==> src/rtl/segasys1_hiscore_engine.sv <==
// Hiscore transfer engine: pauses the video block and copies a contiguous block of
// video RAM into a byte buffer (save) or back out of it (load). The host has its own buffer port.
module segasys1_hiscore_engine #(
  parameter int MAX_LEN = 256,
  parameter int AW      = 8,
  parameter int SETTLE  = 4
) (
  input  logic          VCLKx8,
  input  logic          RESET,
  input  logic          save_req,
  input  logic          load_req,
  input  logic [15:0]   cfg_base,
  input  logic [AW:0]   cfg_len,
  output logic          busy,
  output logic          done,
  output logic          HS_PAUSE_N,
  output logic [15:0]   HSAD,
  output logic [7:0]    HSDI,
  output logic          HSWE,
  input  logic [7:0]    HSDO,
  input  logic [AW-1:0] host_ad,
  input  logic [7:0]    host_din,
  input  logic          host_we,
  output logic [7:0]    host_dout
);

  localparam int CW = (SETTLE > 1) ? $clog2(SETTLE) : 1;
  localparam logic [AW:0] MAX_LEN_W = (AW + 1)'(MAX_LEN);

  typedef enum logic [2:0] {
    IDLE, PAUSE, S_ADR, S_CAP, L_FET, L_WR, REL, DONE
  } state_t;

  state_t        state_q, state_d;
  logic          is_load_q, is_load_d;
  logic [15:0]   base_q, base_d;
  logic [AW:0]   len_q, len_d;
  logic [AW:0]   idx_q, idx_d;
  logic [CW-1:0] cnt_q, cnt_d;
  logic [15:0]   hsad_q, hsad_d;
  logic [7:0]    hsdi_q;
  logic [7:0]    host_dout_q;
  logic [7:0]    mem [MAX_LEN];

  logic [AW:0]   len_clamp;
  logic [AW:0]   idx_nxt;
  logic          last;

  assign len_clamp = (cfg_len > MAX_LEN_W) ? MAX_LEN_W : cfg_len;
  assign idx_nxt   = idx_q + 1'b1;
  assign last      = (idx_q == len_q - 1'b1);

  always_comb begin
    // NOTE: every variable gets its hold value first so no path can infer a latch.
    state_d   = state_q;
    is_load_d = is_load_q;
    base_d    = base_q;
    len_d     = len_q;
    idx_d     = idx_q;
    cnt_d     = cnt_q;
    hsad_d    = hsad_q;
    case (state_q)
      IDLE: begin
        if (save_req || load_req) begin
          // A simultaneous save wins; the load is dropped.
          is_load_d = !save_req;
          base_d    = cfg_base;
          len_d     = len_clamp;
          idx_d     = '0;
          cnt_d     = '0;
          state_d   = (len_clamp == '0) ? DONE : PAUSE;
        end
      end
      PAUSE: begin
        if (cnt_q == CW'(SETTLE - 1)) begin
          if (is_load_q) begin
            state_d = L_FET;
          end else begin
            state_d = S_ADR;
            hsad_d  = base_q + 16'(idx_q);
          end
        end else begin
          cnt_d = cnt_q + 1'b1;
        end
      end
      S_ADR: state_d = S_CAP;
      S_CAP: begin
        if (last) begin
          state_d = REL;
        end else begin
          idx_d   = idx_nxt;
          hsad_d  = base_q + 16'(idx_nxt);
          state_d = S_ADR;
        end
      end
      L_FET: begin
        state_d = L_WR;
        hsad_d  = base_q + 16'(idx_q);
      end
      L_WR: begin
        if (last) begin
          state_d = REL;
        end else begin
          idx_d   = idx_nxt;
          state_d = L_FET;
        end
      end
      REL:     state_d = DONE;
      DONE:    state_d = IDLE;
      default: state_d = IDLE;
    endcase
  end

  always_ff @(posedge VCLKx8 or posedge RESET) begin
    if (RESET) begin
      state_q     <= IDLE;
      is_load_q   <= 1'b0;
      base_q      <= '0;
      len_q       <= '0;
      idx_q       <= '0;
      cnt_q       <= '0;
      hsad_q      <= '0;
      hsdi_q      <= '0;
      host_dout_q <= '0;
    end else begin
      state_q     <= state_d;
      is_load_q   <= is_load_d;
      base_q      <= base_d;
      len_q       <= len_d;
      idx_q       <= idx_d;
      cnt_q       <= cnt_d;
      hsad_q      <= hsad_d;
      host_dout_q <= mem[host_ad];
      // Fetch during L_FET so the byte is on HSDI for the whole L_WR cycle.
      if (state_q == L_FET) hsdi_q <= mem[idx_q[AW-1:0]];
    end
  end

  // NOTE: the buffer array has no reset; its contents are only meaningful once written.
  always_ff @(posedge VCLKx8) begin
    if (state_q == S_CAP) begin
      mem[idx_q[AW-1:0]] <= HSDO;
    end else if (host_we && !busy) begin
      mem[host_ad] <= host_din;
    end
  end

  assign busy       = (state_q != IDLE) && (state_q != DONE);
  assign HS_PAUSE_N = !busy;
  assign done       = (state_q == DONE);
  assign HSWE       = (state_q == L_WR);
  assign HSAD       = hsad_q;
  assign HSDI       = hsdi_q;
  assign host_dout  = host_dout_q;

endmodule

==> config.mk <==
export PLATFORM = sky130hd
export DESIGN_NAME = segasys1_hiscore_engine
export DESIGN_NICKNAME = d
export VERILOG_FILES = /design/src/rtl/segasys1_hiscore_engine.sv
export SDC_FILE = /design/constraint.sdc
export NUM_CORES = 2
export LEC_CHECK = 0
export ABC_AREA = 1
export CAP_MARGIN = 25
export CELL_PAD_IN_SITES_DETAIL_PLACEMENT = 1
export CELL_PAD_IN_SITES_GLOBAL_PLACEMENT = 2
export CORE_MARGIN = 5
export CORE_UTILIZATION = 25
export CTS_CLUSTER_SIZE = 25
export DETAILED_ROUTE_END_ITERATION = 12
export GPL_ROUTABILITY_DRIVEN = 0
export PLACE_DENSITY = 0.57
export SLEW_MARGIN = 20
export SYNTH_ARGS = -nofsm -noshare
export SYNTH_HDL_FRONTEND = slang
export SYNTH_SLANG_ARGS = --single-unit
==> constraint.sdc <==
create_clock -name VCLKx8 -period 6 [get_ports VCLKx8]
set_clock_uncertainty 0.2 [all_clocks]
set_input_delay 1.2 -clock VCLKx8 [delete_from_list [all_inputs] [get_ports VCLKx8]]
set_output_delay 1.2 -clock VCLKx8 [all_outputs]
set_load 0.01 [all_outputs]
# Word level (Yosys, flattened, before mapping)
# Memory sizes are Yosys's and may differ from the RTL's. A register that Yosys moved wholly into a read port is not among the register bits.
# Cells that the tools add are included.
# W data, S select, Z words.
# word_totals
reg_bits,56
mem_bits_rw,2048
output_inout_bits,36
memories,1
# classes
n_addsub,5
magnitude_cmp,1
n_eq_ne,16
mux,26
n_reduce_logical,18
# mem_list
name,words,width,read_ports,rd_clocked_by_memory_dff,wr,line_no,text
mem,256,8,2,2,1,43,logic [7:0] mem [MAX_LEN];
# op_table
operator,n
$mux W16,3
$pmux W16 S3,1
$add A16 B9 Y16,2
$mux W9,3
$pmux W3 S8,1
$pmux W9 S2,1
$mux W8,2
$mux W3,5
$eq A3 B3 Y1 const B,4
$ne A2 B2 Y1 const B,6
$add A9 B1 Y9 const B,1
$eq A9 B9 Y1,1
$gt A9 B9 Y1 const B,1
$logic_not A9 Y1,1
$sub A9 B1 Y9 const B,1
$reduce_or A8 Y1,1
$eq A3 B2 Y1 const B,2
$mux W1,6
$mux W2,3
$reduce_and A3 Y1,2
$reduce_bool A3 Y1,2
$pmux W2 S2,1
$reduce_and A2 Y1,2
$reduce_and A4 Y1,1
other kinds (10),13

# Logic depth before layout (Yosys ltp)
# depth
word_depth,9
ltp_mapped,19
mapped_depth_nobuf,16

# Least setup slack after synthesis
# OpenSTA, ideal clock, no wires.
# synth_path
kind,input port to flip-flop
start,input port host_we
end,"memory mem[0][0], data pin"
setup_time_ps,556
arrival_ps,3341
required_ps,5244
setup_slack_ps,1904
path_stages,3
cell_sequence,nand2_4 -> buf_4 -> mux2_2
# synth_between
elab_chain_len,6
# synth_lines
element,line_no,text
start: declaration,23,"input logic host_we,"
$logic_and A1 B1 Y1,143,end else if (host_we && !busy) begin
$mux W1,143,
$mux W1,141,if (state_q == S_CAP) begin
$mux W1 (not written as such),144,mem[host_ad] <= host_din;
$reduce_or A8 Y1 (no source line),n/a,
$mux W8 (no source line),n/a,
end: declaration,43,
# No other way between the ends.

# Final worst setup path
# layout_path
start,register idx_q[2]
end,register hsad_q[15] (netlist: HSAD[15])
# layout_between
elab_chain_len,4
word_cells_on_any_way,10
# layout_lines
element,line_no,text
start: declaration,38,"logic [AW:0] idx_q, idx_d;"
start signal: assignment,130,idx_q <= idx_d;
$add A9 B1 Y9 / $add A16 B9 Y16 (equally long branches),"50, 80, 98",
$add A16 B9 Y16 / $mux W16 (equally long branches),"92, 76",
$mux W16 (on tied branches),"88, 75",
$pmux W16 S3,62,case (state_q)
end signal: assignment,132,hsad_q <= hsad_d;
end: declaration,40,"logic [15:0] hsad_q, hsad_d;"
# Several ways; a longest one is shown, not always the timed one. The select of a mux whose other input is x is not followed.
# A chain may end at the register's enable or synchronous reset.

==> impl_metrics.yaml <==
pwr:
  p_comb_frac: 0.303
  sw_frac_of_total: 0.375
  powerDensity_mw_per_mm2: 387
  intPower_uw: 30500
  total_leakage_power_uw: 0.0473
  ir_worst_vdd_mv: 0.232
  switching_power_uw: 18300
  clockPowerShare: 0.336
  finalPower_uw: 48800
  p_seq_frac: 0.361
global_route:
  grt_pass1_vias: 97500
  grt_max_degree: 159
  overflow: 0
  grt_use_total: 0.222
  grt_pass1_wl_mm: 734
  grt_antenna_before_repair: 30
clock_network:
  worstSkewPairLatency_ns: 0.89
  post_cts_resized: 0
  path_clk_slew_ns: 0.06
  clockRootBuffer: "clkbuf_16"
  cts_htree_levels: 5
  cts.sinks: 2120
  post_cts_buffers: 0
  cts_tree: "done"
  numCtsBuffers: 274
  cts_buffer_depth: 4
  cts-hold-fix-buffers: 0
min_path:
  hold_class: "flop to flop"
  hold_path_end: "base_q[0]"
  whs_path_depth: 2
  hp-start: "base_q[0]"
synth:
  synthesis.area_mm2: 0.109
  yosys.cell_types.count: 39
  synth_fp_nets: 12600
  ys_ff_latch: 2120
  yosysWarningCount: 0
  ys_seq_area_frac: 0.582
  syn_avg_cell_area_um2: 8.71
  synth_cells: 12500
setup_path:
  arrival_ns: 5.20
  r2r_cells: 15
  r2r-start: "idx_q[2]"
  cp.required_ns: 6.55
  path_max_fanout: 53
  setup.worst_path.start_class: "flop"
  criticalPathCategory: "flop to flop"
  r2r_end: "HSAD[15]"
  r2r_slack_ns: 1.35
  crit_path_end_kind: "flop"
timing:
  fmax_mhz: 215
  rsz0062_at_grt: "no"
  post-route-min-period_ns: 4.65
  final.setup.tns_ns: 0
  worst_slew_pin_slew_ns: 1.12
  max_slew_margin: 0.252
  drv_slew: 0
  finalSetupViolCount: 0
  finalHoldViolCount: 0
  period_share: 0.775
layout:
  layout_common_cells: "nand2_1 (3559), edfxtp_1 (2048), nand3_1 (1513)"
  layout-drive-gt1-share: 0.0791
  design_area_mm2: 0.126
  area_growth_pct: 16.1
  final_common_cell: "nand2_1"
  fillers: 50000
  fin_nets: 12400
floorplanning:
  die_x_um: 670
  coreArea_mm2: 0.434
  start_util: 0.251
  ios: 90
  dieHeight_um: 670
  rows: 242
  dieArea_mm2: 0.448
routing:
  routed_via_density: 5.15
  drc: 0
  drtIter0Drc: 7591
  firstDrtPassIters: 5
  vias: 94300
  post_drt_wl_per_cell_um: 28.3
  ant_nets: 0
  wl_mm: 519
run:
  cap_violations: 0
placement:
  port_buffers: 89
  hpwl_mm: 323
  postPlaceCellArea_mm2: 0.118
run_status:
  status: "finished, final reports clean"
==> sequential cells by signal, indices dropped and copies added, names as in the netlist <==
name and cells:
mem 2048, HSAD 16, base_q 16, idx_q 9, len_q 9, HSDI 8, host_dout 8, state_q 3
cnt_q 2, is_load_q 1
==> Yosys cell counts, drive strengths merged <==
master	count	area, um^2
nand2	3586	13500
edfxtp	2048	61500
nand3	1515	7590
o21ai	1464	7360
nor2	1261	4750
inv	602	2260
clkbuf	580	2180
a21oi	432	2160
buf	367	1720
o211ai	223	1670
o22ai	162	1010
or2	75	469
dfrtp	72	1800
xor2	28	245
nor3	16	80.1
ha	12	150
nand4	12	87.6
mux2	8	90.1
xnor2	7	61.3
clkinv	6	22.5
o21bai	2	15.0
a21boi	1	7.51
a22oi	1	7.51
fa	1	20.0
nor4	1	6.26
o21a	1	7.51
o31ai	1	7.51
==> worst max path at each step <==
stage	from	cells after the start	slack [ns]	endpoint
2_1_floorplan	host_we	3	1.90	mem[0][0]
3_3_place_gp	host_we	10	0.92	mem[128][3]
4_1_cts	idx_q[2]	15	1.23	HSAD[15]
6_report	idx_q[2]	15	1.35	HSAD[15]
3_5_place_dp	host_we	10	0.87	mem[129][0]
5_1_grt	idx_q[2]	15	0.98	HSAD[15]
==> critical path: stages, from the launching register on <==
cell      delay (ns)
dfrtp_4         1.04
inv_8           0.42
nor3_1          0.41
nand3_1         0.16
xor2_1          0.20
o21ai_0         0.23
ha_1            0.32
nand2_1         0.09
inv_1           0.06
a21oi_1         0.14
nand2_1         0.09
a21boi_0        0.55
nor2_1          0.17
nand2_1         0.12
xor2_1          0.14
o21ai_0         0.12
==> power by group through the flow <==
stage               clock network, uW  registers (uW)  logic (uW)
floorplan                           0           17800        8380
global placement                    0           17900       14700
detailed placement                  0           17900       14800
CTS                             16800           17600       14900
global route                    17400           17600       16100
finish                          16400           17600       14800
==> logic make-up after synthesis <==
group           share of synthesized area
mux                              0.000828
compound gates                      0.113
simple gates                        0.244
flops                               0.582
buf+inv                            0.0568
fa+ha+maj                         0.00156
xor+xnor                          0.00282
==> metrics by stage <==
step / util / cells / setup WS [ns] / hold WS (ns)
floorplan: - / 12500 / 1.90 / 0.246
global placement: 0.271 / 17800 / 0.924 / 0.257
detailed placement: 0.271 / 17800 / 0.869 / 0.270
CTS: 0.291 / 18300 / 1.23 / 0.283
global route: 0.291 / 18300 / 0.982 / 0.303
finish: 0.291 / 18300 / 1.35 / 0.283
==> metal layers <==
| layer | GRT usage | wire length (um) | up-vias | part of all wire |
|---|---|---|---|---|
| met5 | 0 | 13 | - | 0.000025 |
| met4 | 0.0869 | 22600 | 2 | 0.044 |
| met3 | 0.0230 | 23000 | 776 | 0.044 |
| met2 | 0.366 | 241000 | 2576 | 0.46 |
| met1 | 0.300 | 232000 | 48500 | 0.45 |
| li1 | - | - | 42400 | - |
==> area by class of cell <==
| class | count | area [um^2] | area share |
|---|---|---|---|
| sequential | 2120 | 63300 | 0.501 |
| timing repair buffer | 540 | 5290 | 0.0419 |
| clock inverter | 147 | 1340 | 0.0106 |
| antenna | 7 | 17.5 | 0.000139 |
| clock buffer | 333 | 7280 | 0.0577 |
| inverter | 608 | 2340 | 0.0186 |
| multi-input combinational | 8809 | 39500 | 0.313 |
| tap | 5734 | 7170 | 0.0568 |
No activity file was read; power rests on OpenSTA's default activity.
